## src/rtl/fp_mult_arbiter.sv

```systemverilog
// Round-robin sharing of one pipelined FP32 multiplier between two requesters, with tag routing of results.
// Define MULT_ARB_FIXED_PRIO_EN to make requester 0 always win contention (no rotating pointer).
module fp_mult_arbiter #(
   parameter int LAT = 11,
   parameter int W   = 32
) (
   input  logic         clk,
   input  logic         reset,
   input  logic         flush,
   input  logic         req0,
   input  logic         req1,
   input  logic [W-1:0] a0,
   input  logic [W-1:0] b0,
   input  logic [W-1:0] a1,
   input  logic [W-1:0] b1,
   output logic         gnt0,
   output logic         gnt1,
   output logic         rsp_valid0,
   output logic         rsp_valid1,
   output logic [W-1:0] rsp_data,
   output logic [W-1:0] mul_dataa,
   output logic [W-1:0] mul_datab,
   output logic         mul_clk_en,
   output logic         mul_aclr,
   input  logic [W-1:0] mul_result
);

   // Tag stage k holds the op whose operands entered the core k cycles ago;
   // stage LAT lines up with that op's result on mul_result.
   logic [LAT:0] tag_vld;
   logic [LAT:0] tag_id;
   logic         gnt_any;
   logic         flush_q;

`ifndef MULT_ARB_FIXED_PRIO_EN
   logic         last_gnt1;   // 1: requester 1 was granted most recently
`endif

   // NOTE: every variable assigned here gets a default first so no latch is inferred.
   always_comb begin
      gnt0 = 1'b0;
      gnt1 = 1'b0;
      if (reset && !flush) begin
`ifdef MULT_ARB_FIXED_PRIO_EN
         gnt0 = req0;
         gnt1 = req1 & ~req0;
`else
         if (req0 && req1) begin
            gnt0 = last_gnt1;
            gnt1 = ~last_gnt1;
         end else begin
            gnt0 = req0;
            gnt1 = req1;
         end
`endif
      end
   end

   assign gnt_any    = gnt0 | gnt1;
   assign mul_clk_en = (|tag_vld) | gnt_any;
   assign mul_aclr   = ~reset | flush_q;

`ifndef MULT_ARB_FIXED_PRIO_EN
   always_ff @(posedge clk or negedge reset) begin
      if (!reset) begin
         last_gnt1 <= 1'b1;
      end else if (gnt_any) begin
         last_gnt1 <= gnt1;
      end
   end
`endif

   // NOTE: sequential state uses non-blocking assignments only, so every register samples pre-edge values.
   always_ff @(posedge clk or negedge reset) begin
      if (!reset) begin
         mul_dataa <= '0;
         mul_datab <= '0;
         flush_q   <= 1'b0;
      end else begin
         flush_q <= flush;
         if (gnt_any) begin
            mul_dataa <= gnt1 ? a1 : a0;
            mul_datab <= gnt1 ? b1 : b0;
         end
      end
   end

   // NOTE: the tag pipe is a small flop chain, not a RAM, so it is reset to drop in-flight ops.
   always_ff @(posedge clk or negedge reset) begin
      if (!reset) begin
         tag_vld <= '0;
         tag_id  <= '0;
      end else if (flush) begin
         tag_vld <= '0;
      end else begin
         tag_vld <= {tag_vld[LAT-1:0], gnt_any};
         tag_id  <= {tag_id[LAT-1:0], gnt1};
      end
   end

   always_ff @(posedge clk or negedge reset) begin
      if (!reset) begin
         rsp_valid0 <= 1'b0;
         rsp_valid1 <= 1'b0;
         rsp_data   <= '0;
      end else if (flush) begin
         rsp_valid0 <= 1'b0;
         rsp_valid1 <= 1'b0;
      end else begin
         rsp_valid0 <= tag_vld[LAT] & ~tag_id[LAT];
         rsp_valid1 <= tag_vld[LAT] &  tag_id[LAT];
         if (tag_vld[LAT]) begin
            rsp_data <= mul_result;
         end
      end
   end

endmodule
```

## config.mk

```make
export PLATFORM = sky130hd
export DESIGN_NAME = fp_mult_arbiter
export DESIGN_NICKNAME = d
export VERILOG_FILES = /design/src/rtl/fp_mult_arbiter.sv
export SDC_FILE = /design/constraint.sdc
export NUM_CORES = 1
export LEC_CHECK = 0
export ABC_CLOCK_PERIOD_IN_PS = 3400
export BUFFER_PORTS_ARGS = -buffer_cell sky130_fd_sc_hd__buf_2
export CAP_MARGIN = 20
export CORE_ASPECT_RATIO = 1.5
export CORE_MARGIN = 2
export CORE_UTILIZATION = 40
export CTS_CLUSTER_DIAMETER = 60
export DETAILED_ROUTE_END_ITERATION = 10
export PLACE_DENSITY = 0.81
export SLEW_MARGIN = 0
export SYNTH_ARGS = -nofsm -noshare
export SYNTH_HDL_FRONTEND = slang
export SYNTH_SLANG_ARGS = --single-unit
```

## constraint.sdc

```tcl
create_clock -name clk -period 3.4 [get_ports clk]
set_input_delay 0.17 -clock clk [delete_from_list [all_inputs] [get_ports clk]]
set_output_delay 0.17 -clock clk [all_outputs]
set_load 0.02 [all_outputs]
```

==> metrics.txt, run 1 <==
Buf+Inv Stages, Crit Path=4; synthesis-stage register bit count=124; worst-skew pair later-pin latency=410 ps; # rows=53; Area Growth Syn to Fin=39.7%; CTS buffer count=17; overall power=4.55 mW; First DRT Iteration DRCs=269; H-Tree Depth=4; final hold slack=14.9 ps; met2 wire length=8960 um; CTS tree=yes; simple-gate area share of the yosys netlist=21.1%; Worst path max stage delay=530 ps; global-route wire length before repair=26,700 um; final instance area=0.00808 sq mm; met3 wire len=1410 um; Most common cell on crit path=buf_4; dpl cells=860; RR Startpoint=last_gnt1; Final Max Slew Viols=0; Synth cell types=25; Final Hold Violating Endpoints=0; post-route setup TNS=0 ps; Worst-Margin Slew=929 ps; clk_skew=6.32 ps; final worst setup slack=758 ps; Core Footprint=0.0141 sq mm; Initial DRT Pass Iterations=4; Via density=5.53; mux cell area share after synthesis=8.37%; CP max FO=66; post-synthesis compound-gate area fraction=11.4%; Data required, critical path=3230 ps; max-cap viol count=0; Starting Density=41.1%; vias=5,085; WS Path Type=input port to output port; dominant cell type by area after synthesis=dfrtp_1; post-layout min period=2640 ps; share of post-route cells with drive strength above 1=49.5%; Pwr Density=564 mW/mm^2; Die W=102 um; HPWL Detailed=11,600 um; post-synthesis instance area=0.00578 sq mm; main combinational cell family by area after synthesis=simple AND/OR/NAND/NOR gates; CP arrival=2470 ps; Adder-Cell Fraction of Synth Area=0%; startpoint types=input port; crit path launch=reset; HP Start=mul_result[21]; Clock Sinks=124; post-synthesis sequential area ratio=53.7%; Gate Count Post-Synth=447; Util after Layout=57.4%; post-cts resize count=0; number of global-route vias before repair=5,331; Worst-path clk slew=60 ps; fin nets=879; DRC Markers=0; Slew HR=37.8%; top sig layer=met4; final setup vio count=0; RSZ-0062 raised after global routing=no; Post-Synth XOR/XNOR Area=0%; initial antenna violation count=1; Synth warnings=0; # IOs=267; Die Y=151 um; crit path cell chain=dlygate4sd3_1 > buf_4 > nor2b_4 > buf_4 > o21ai_4 > nand4_1 > buf_2; number of nets with antenna violations after routing=0; CP Capture Type=output port; dpl ws=946 ps; CP top delay family=buffers and inverters; Overflow after GRT=0; Routed met1 length=6470 um; DP Area=0.00717 sq mm; syn nets=612; Max rail drop VDD=0.336 mV; worst-case clock buffer depth=2; Lkg Pwr=4.03 nW; synth top area cells=dfrtp_1, a221o_1, and4_1; min-delay worst type=input port to flop; Avg Cell Area, Syn=12.9 sq um; Final Non-Filler Cells=920; CTS Root Cell=clkbuf_16; IO buf count=266; Critical-path top delay cell=dlygate4sd3_1; Period Utilization, post-route=77.7%; DIE AREA=0.0155 sq mm; fmax=0.379 GHz; Routed WL=17,400 um; Total Routing Usage GR=22.4%; status=finished clean; routed length per instance=19.0 um; Synth top area share=53.2%; GPL Wtd Cong=0.810; largest net degree at the start of global routing=73
## worst paths after layout
| path | to | slack, ps | cells after the start |
|---|---|---|---|
| min in group asynchronous | rsp_data[24] | 170 | 2 |
| min reg2reg | rsp_valid0 | 450 | 1 |
| max | mul_clk_en | 760 | 7 |
| max reg2reg | mul_datab[8] | 1540 | 4 |
| min | rsp_data[21] | 10 | 2 |
| max in group asynchronous | mul_datab[23] | 2090 | 3 |
## cell usage in the layout (no fill, tap or decap), types with 9 or more instances in the layout
cell type | synthesis | final
buf_2 | 20 | 265
clkbuf_16 | 0 | 17
buf_4 | 3 | 9
mux2_2 | 43 | 43
and4_1 | 64 | 64
nor2b_1 | 13 | 12
dlygate4sd3_1 | 0 | 27
dfrtp_1 | 123 | 123
a221o_1 | 64 | 64
nor3b_1 | 64 | 64
## synthesized netlist by cell type
master	number
a21o_1	1
a21oi_1	1
a221o_1	64
and2_1	1
and4_1	64
buf_2	20
buf_4	3
buf_6	8
clkbuf_1	24
dfrtp_1	123
dfstp_2	1
inv_1	2
inv_2	1
mux2_2	43
nand2_1	3
nand2_2	1
nand2b_1	2
nand3_2	1
nand4_1	1
nor2_4	1
nor2b_1	13
nor2b_4	1
nor3b_1	64
nor4_1	3
o21ai_2	1
## layout make-up
cell class / count / area [sq um]
Clock inverter: 15 / 211
Clock buffer: 17 / 425
Timing Repair Buffer: 303 / 1700
Fill cell: 1157 / 5980
Antenna cell: 1 / 2.50
Inverter: 3 / 11.3
Multi-Input combinational cell: 265 / 2380
Tap cell: 192 / 240
Sequential cell: 124 / 3100
## power breakdown
| group | switching (mW) | total [mW] | internal, mW |
|---|---|---|---|
| clock | 0.692 | 1.93 | 1.24 |
| combinational | 0.478 | 0.852 | 0.374 |
| sequential | 0.110 | 1.77 | 1.66 |
## sequential cells by signal, indices dropped and copies added, names as in the netlist
register and count:
flush_q 1, rsp_valid0 1, mul_datab 32, rsp_data 32, tag_vld 12, mul_dataa 32, last_gnt1 1, tag_id 12
rsp_valid1 1
## metal layers
layer | GRT usage, % | vias up
li1 | - | 2291
met5 | 0 | -
met1 | 25.5 | 2453
met3 | 5.81 | 44
met4 | 11.1 | 0
met2 | 38.4 | 297
## cells by family (layout without fill, tap and decap cells)
kind of cell	Yosys count	in the layout
other cells	0	1
buf+inv	58	338
simple gates	155	155
mux	43	43
flops	124	124
compound gates	67	67
## what timing repair did
item	4_1_cts	5_1_grt
hold buffers	27	0
setup buffers	0	0
endpoints found under the hold margin	40	0
(Power assumes the default switching activity.)
==> inputs of run 2 (changes only) <==
Settings changed: ABC_AREA set to 1, ABC_CLOCK_PERIOD_IN_PS 3400 to 2530.
Clock period 3.4 ns to 2.53 ns, I/O delays scaled along.
==> metrics.txt, run 2 <==
Routed WL=17,300 um (-0.59%); max-cap viol count=0 (unchanged); Gate Count Post-Synth=731 (+64%); worst-case clock buffer depth=2 (unchanged); number of global-route vias before repair=5,833 (+9.4%); Pwr Density=727 mW/mm^2 (+29%); commonest cells in the netlist=nand2_1, inv_1, dfrtp_1; fmax=0.423 GHz; Lkg Pwr=5.04 nW (+25%); GPL Wtd Cong=0.794 (-2.1%); Avg Cell Area, Syn=8.22 sq um (-36%); Slew HR=48.1% (+10 points); fin nets=1,175 (+34%); vias=5,793 (+14%); IO buf count=266 (unchanged); ant diodes=0 (-1); worst-skew pair later-pin latency=410 ps (about the same); DRC Markers=0 (unchanged); async set-reset flop share out of synthesis=100% (unchanged); Starting Density=41.2% (+0.051 points); Max rail drop VDD=0.334 mV (-0.68%); Final Max Slew Viols=0 (unchanged); final setup vio count=0 (unchanged); dominant cell type by area after synthesis=dfrtp_1; RSZ-0062 raised after global routing=no; Via density=4.76 (-14%); syn nets=896 (+46%); post-layout min period=2370 ps; commonest non-fill, non-tap cell in the layout=buf_2; number of synthesized flops with an enable pin=0 (unchanged); Synth cell types=21 (-16%); WS Path Type=input port to output port; HPWL Detailed=11,200 um (-3.7%); initial antenna violation count=0 (-1); Worst-Margin Slew=778 ps (-151 ps); final instance area=0.00836 sq mm (+3.5%); routed length per instance=14.2 um (-25%); largest net degree at the start of global routing=84 (+15%); min-delay worst type=input port to flop; Core Footprint=0.0146 sq mm (+3.8%); Largest regs=mul_dataa: 32 flops, mul_datab: 32 flops, rsp_data: 32 flops; Data required, critical path=2400 ps (-830 ps); Die Y=154 um (+1.9%); Period Utilization, post-route=93.5%; # rows=54 (+1.9%); Worst-path clk slew=60 ps (about the same); CTS buffer count=17 (unchanged); share of post-route cells with drive strength above 1=34.0% (-16 points); global-route wire length before repair=27,900 um (+4.4%); post-synthesis instance area=0.00601 sq mm (+3.9%); synth top area cells=dfrtp_1, nand2_1, inv_1; Die W=104 um (+1.9%); commonest non-fill, non-tap cells in the layout=buf_2, nand2_1, inv_1; CTS tree=yes; number of nets with antenna violations after routing=0 (unchanged); # IOs=267 (unchanged); startpoint types=input port; synthesis-stage register bit count=124 (unchanged); Overflow after GRT=0 (unchanged); Synth warnings=0 (unchanged); status=finished clean; CP Capture Type=output port; Clock Sinks=124 (unchanged); Final Hold Violating Endpoints=0 (unchanged); number of fill cells=1,318 (+14%); CP max FO=67 (+1.5%); Area Growth Syn to Fin=39.1%; CTS Root Cell=clkbuf_16; most common cell in the netlist=nand2_1; Synth Flop Type=dfrtp_1; clk_skew=8.42 ps (+2.10 ps); post-route setup TNS=0 ps (unchanged); First DRT Iteration DRCs=214 (-20%); Initial DRT Pass Iterations=6 (+2); Total Routing Usage GR=21.6% (-0.74 points); CP arrival=2240 ps (-230 ps); H-Tree Depth=4 (unchanged); DIE AREA=0.0160 sq mm (+3.8%); DP Area=0.00739 sq mm (+3.1%); Synth top area share=51.2% (-2.0 points); post-synthesis sequential area ratio=51.6% (-2.0 points)
## run 2: final cells by class
cell class	instances	area [sq um]	area share, %
Timing Repair Buffer	309	1770	21.2
Inverter	146	548	6.56
Sequential cell	124	3100	37.1
Clock buffer	19	453	5.42
Multi-Input combinational cell	412	2080	24.8
Clock inverter	12	161	1.93
Tap cell	196	245	2.93
## run 2: kinds of logic after synthesis
group,Yosys count,synth area share (%)
compound gates,7,0.645
buf+inv,195,14.0
flops,124,51.6
mux,32,6.00
simple gates,373,27.7
## run 2: repair_timing
action | CTS | global route
buffers inserted | 0 | 0
hold buffers | 33 | 0
endpoints found under the hold margin | 72 | 0
resized for setup | 0 | 0
## run 2: report_power, final
part,internal [mW],total [mW],switching [mW]
registers,2.23,2.36,0.130
logic,0.452,1.23,0.775
clock network,1.60,2.49,0.887
total,4.29,6.08,1.79
## run 2: path summary, 6_finish.rpt
path                            start  slack [ps]       endpoint  cells after the start
min in group asynchronous       reset         350  mul_dataa[13]                      3
hold / removal                 b0[15]          20  mul_datab[15]                      5
max in group asynchronous       reset        1080     tag_vld[0]                      5
setup reg to reg            last_gnt1         950   mul_dataa[9]                      5
setup / recovery                reset         160           gnt1                      9
hold reg to reg            tag_id[11]         470     rsp_valid0                      1
## run 2: routing by layer
layer  GRT usage [%]  up-vias  wire length [um]
li1                -     2818                 -
met3            5.00       49              1030
met4            10.4        0               613
met1            24.8     2659              6690
met2            38.1      267              9000
met5               0        -                 0
## run 2: critical path, cell delays in order
cell and delay (ps):
dlygate4sd3_1 520, buf_4 110, inv_1 70, nor2_4 120, buf_4 590, nand3_2 180
buf_12 260, inv_1 70, buf_2 150
## run 2: per-stage QoR
step	setup slack [ps]	util [%]	cells	hold slack (ps)	total power [mW]
finish	164	57.3	1218	15.9	6.08
global route	46.2	57.3	1218	15.0	6.37
CTS	141	57.1	1217	2.72	6.12
detailed placement	523	50.6	1153	261	3.57
global placement	551	50.6	1153	246	3.54
floorplan	1310	-	731	-169	3.07
==> inputs of run 3 (changes only) <==
Settings changed: BUFFER_PORTS_ARGS -buffer_cell sky130_fd_sc_hd__buf_2 to unset, DONT_BUFFER_PORTS set to 1, PLACE_DENSITY 0.81 to 0.65, RECOVER_POWER set to 25.
==> metrics.txt, run 3 (synthesized netlist as in run 2, its figures left out) <==
number of nets with antenna violations after routing=0 (unchanged); Largest regs=mul_dataa: 32 flops, mul_datab: 32 flops, rsp_data: 32 flops; CP max FO=38 (-43%); vias=5,524 (-4.6%); CP Capture Type=flop; Die Y=154 um (unchanged); final setup vio count=0 (unchanged); clk_skew=9.59 ps (+1.17 ps); CP arrival=2610 ps (+370 ps); largest net degree at the start of global routing=126 (+50%); commonest non-fill, non-tap cells in the layout=nand2_1, dlygate4sd3_1, inv_1; final instance area=0.00824 sq mm (-1.5%); Max rail drop VDD=0.352 mV (+5.3%); WS Path Type=flop to flop; H-Tree Depth=4 (unchanged); Data required, critical path=2860 ps (+460 ps); DP Area=0.00605 sq mm (-18%); post-layout min period=2280 ps (-83.3 ps); fin nets=1,031 (-12%); Clock Sinks=124 (unchanged); Most common cell on crit path=nand2_1; Worst-Margin Slew=1140 ps (+362 ps); commonest non-fill, non-tap cell in the layout=nand2_1; Area Growth Syn to Fin=37.0%; worst-case clock buffer depth=2 (unchanged); Initial DRT Pass Iterations=6 (unchanged); global-route wire length before repair=28,000 um (+0.52%); CTS Root Cell=clkbuf_16; # IOs=267 (unchanged); dpl cells=885 (-23%); Worst-path clk slew=60 ps (about the same); Buf+Inv Stages, Crit Path=2 (-5); Core Footprint=0.0146 sq mm (unchanged); cts hold-fix bufs=158 (+380%); failing checks=hold timing; Overflow after GRT=0 (unchanged); fmax=0.438 GHz (+3.6%); DRC Markers=0 (unchanged); Final Max Slew Viols=0 (unchanged); min-delay worst type=input port to async pin; ant diodes=0 (unchanged); Starting Density=41.2% (unchanged); post-route setup TNS=0 ps (unchanged); Die W=104 um (unchanged); share of post-route cells with drive strength above 1=8.88% (-25 points); Via density=5.14 (+8.1%); Total Routing Usage GR=22.2% (+0.51 points); Final Hold Violating Endpoints=124 (+124); Critical-path top delay cell=dlygate4sd3_1; Pwr Density=708 mW/mm^2 (-2.7%); First DRT Iteration DRCs=420 (+96%); initial antenna violation count=0 (unchanged); CP top delay family=buffers and inverters; CTS tree=yes; Routed WL=17,700 um (+1.9%); startpoint types=flop; GPL Wtd Cong=0.828 (+4.3%); worst reg2reg path depth=7 (+2); Slew HR=23.8% (-24 points); final hold slack=-579 ps (-595 ps); status=finished with violations; RSZ-0062 raised after global routing=no; routed length per instance=16.4 um (+16%); Period Utilization, post-route=90.2% (-3.3 points); max-cap viol count=0 (unchanged); # rows=54 (unchanged); HPWL Detailed=9880 um (-12%); Worst path max stage delay=570 ps (-20 ps); Levels on crit path=7 (-2); number of global-route vias before repair=5,626 (-3.5%); CTS buffer count=17 (unchanged); post-cts resize count=0 (unchanged); worst-skew pair later-pin latency=400 ps (about the same); slack of the worst reg-to-reg path=250 ps (-700 ps); Final Non-Filler Cells=1,074 (-12%); Lkg Pwr=4.30 nW (-15%); IO buf count=0 (-100%); crit path cell chain=nand2_2 > nand3_2 > buf_12 > nand2_1 > nand3_1 > dlygate4sd3_1 > nand2_1; DIE AREA=0.0160 sq mm (unchanged)
[run 3: cell types whose count changed in the layout (fill, tap and decap cells not counted), sizes merged]
cell         change
buf            -269
clkbuf           -1
clkinv           +3
clkinvlp         -2
dlygate4sd3    +125
[run 3: final timing paths]
path	to	startpoint
setup / recovery	mul_datab[13]	last_gnt1
hold / removal	mul_dataa[18]	reset
min in group clk	mul_dataa[8]	a1[8]
setup reg to reg	mul_datab[13]	last_gnt1
hold reg to reg	rsp_valid0	tag_id[11]
max in group asynchronous	last_gnt1	reset
[run 3: through the flow]
stage                     power (mW)  util [%]  worst slack (ps)
after floorplan                 3.07         -              1310
after global placement          3.18      41.5               802
after detailed placement        3.20      41.5               807
after CTS                       5.88      56.4               263
after global routing            6.09      56.4               115
final                           5.83      56.4               247
[run 3: worst register-to-register path, cell delays in order (launching register included)]
cell and delay [ps]:
dfstp_2 370, nand2_2 70, nand3_2 550, buf_12 440, nand2_1 100, nand3_1 50, dlygate4sd3_1 570, nand2_1 70
[run 3: power breakdown]
| part | switching [mW] | internal [mW] |
|---|---|---|
| Sequential | 0.469 | 2.23 |
| Clock | 0.882 | 1.58 |
| Combinational | 0.343 | 0.330 |
[run 3: area by class of cell]
cell class,instances,area [sq um]
tap,196,245
inverter,146,548
fill,1267,6360
clock inverter,13,165
timing repair buffer,165,1660
multi-input combinational,412,2080
sequential,124,3100
clock buffer,18,439
[run 3: layer usage]
| metal | vias to the layer above | wire length [um] | GRT usage [%] |
|---|---|---|---|
| li1 | 2538 | - | - |
| met1 | 2618 | 6580 | 24.6 |
| met2 | 322 | 9170 | 39.6 |
| met3 | 46 | 1340 | 5.68 |
| met4 | 0 | 571 | 10.2 |
| met5 | - | 0 | 0 |
[run 3: timing repair]
| item | CTS | global route |
|---|---|---|
| endpoints found under the setup margin | 0 | 0 |
| endpoints found under the hold margin | 243 | 124 |
| buffers inserted | 0 | 0 |
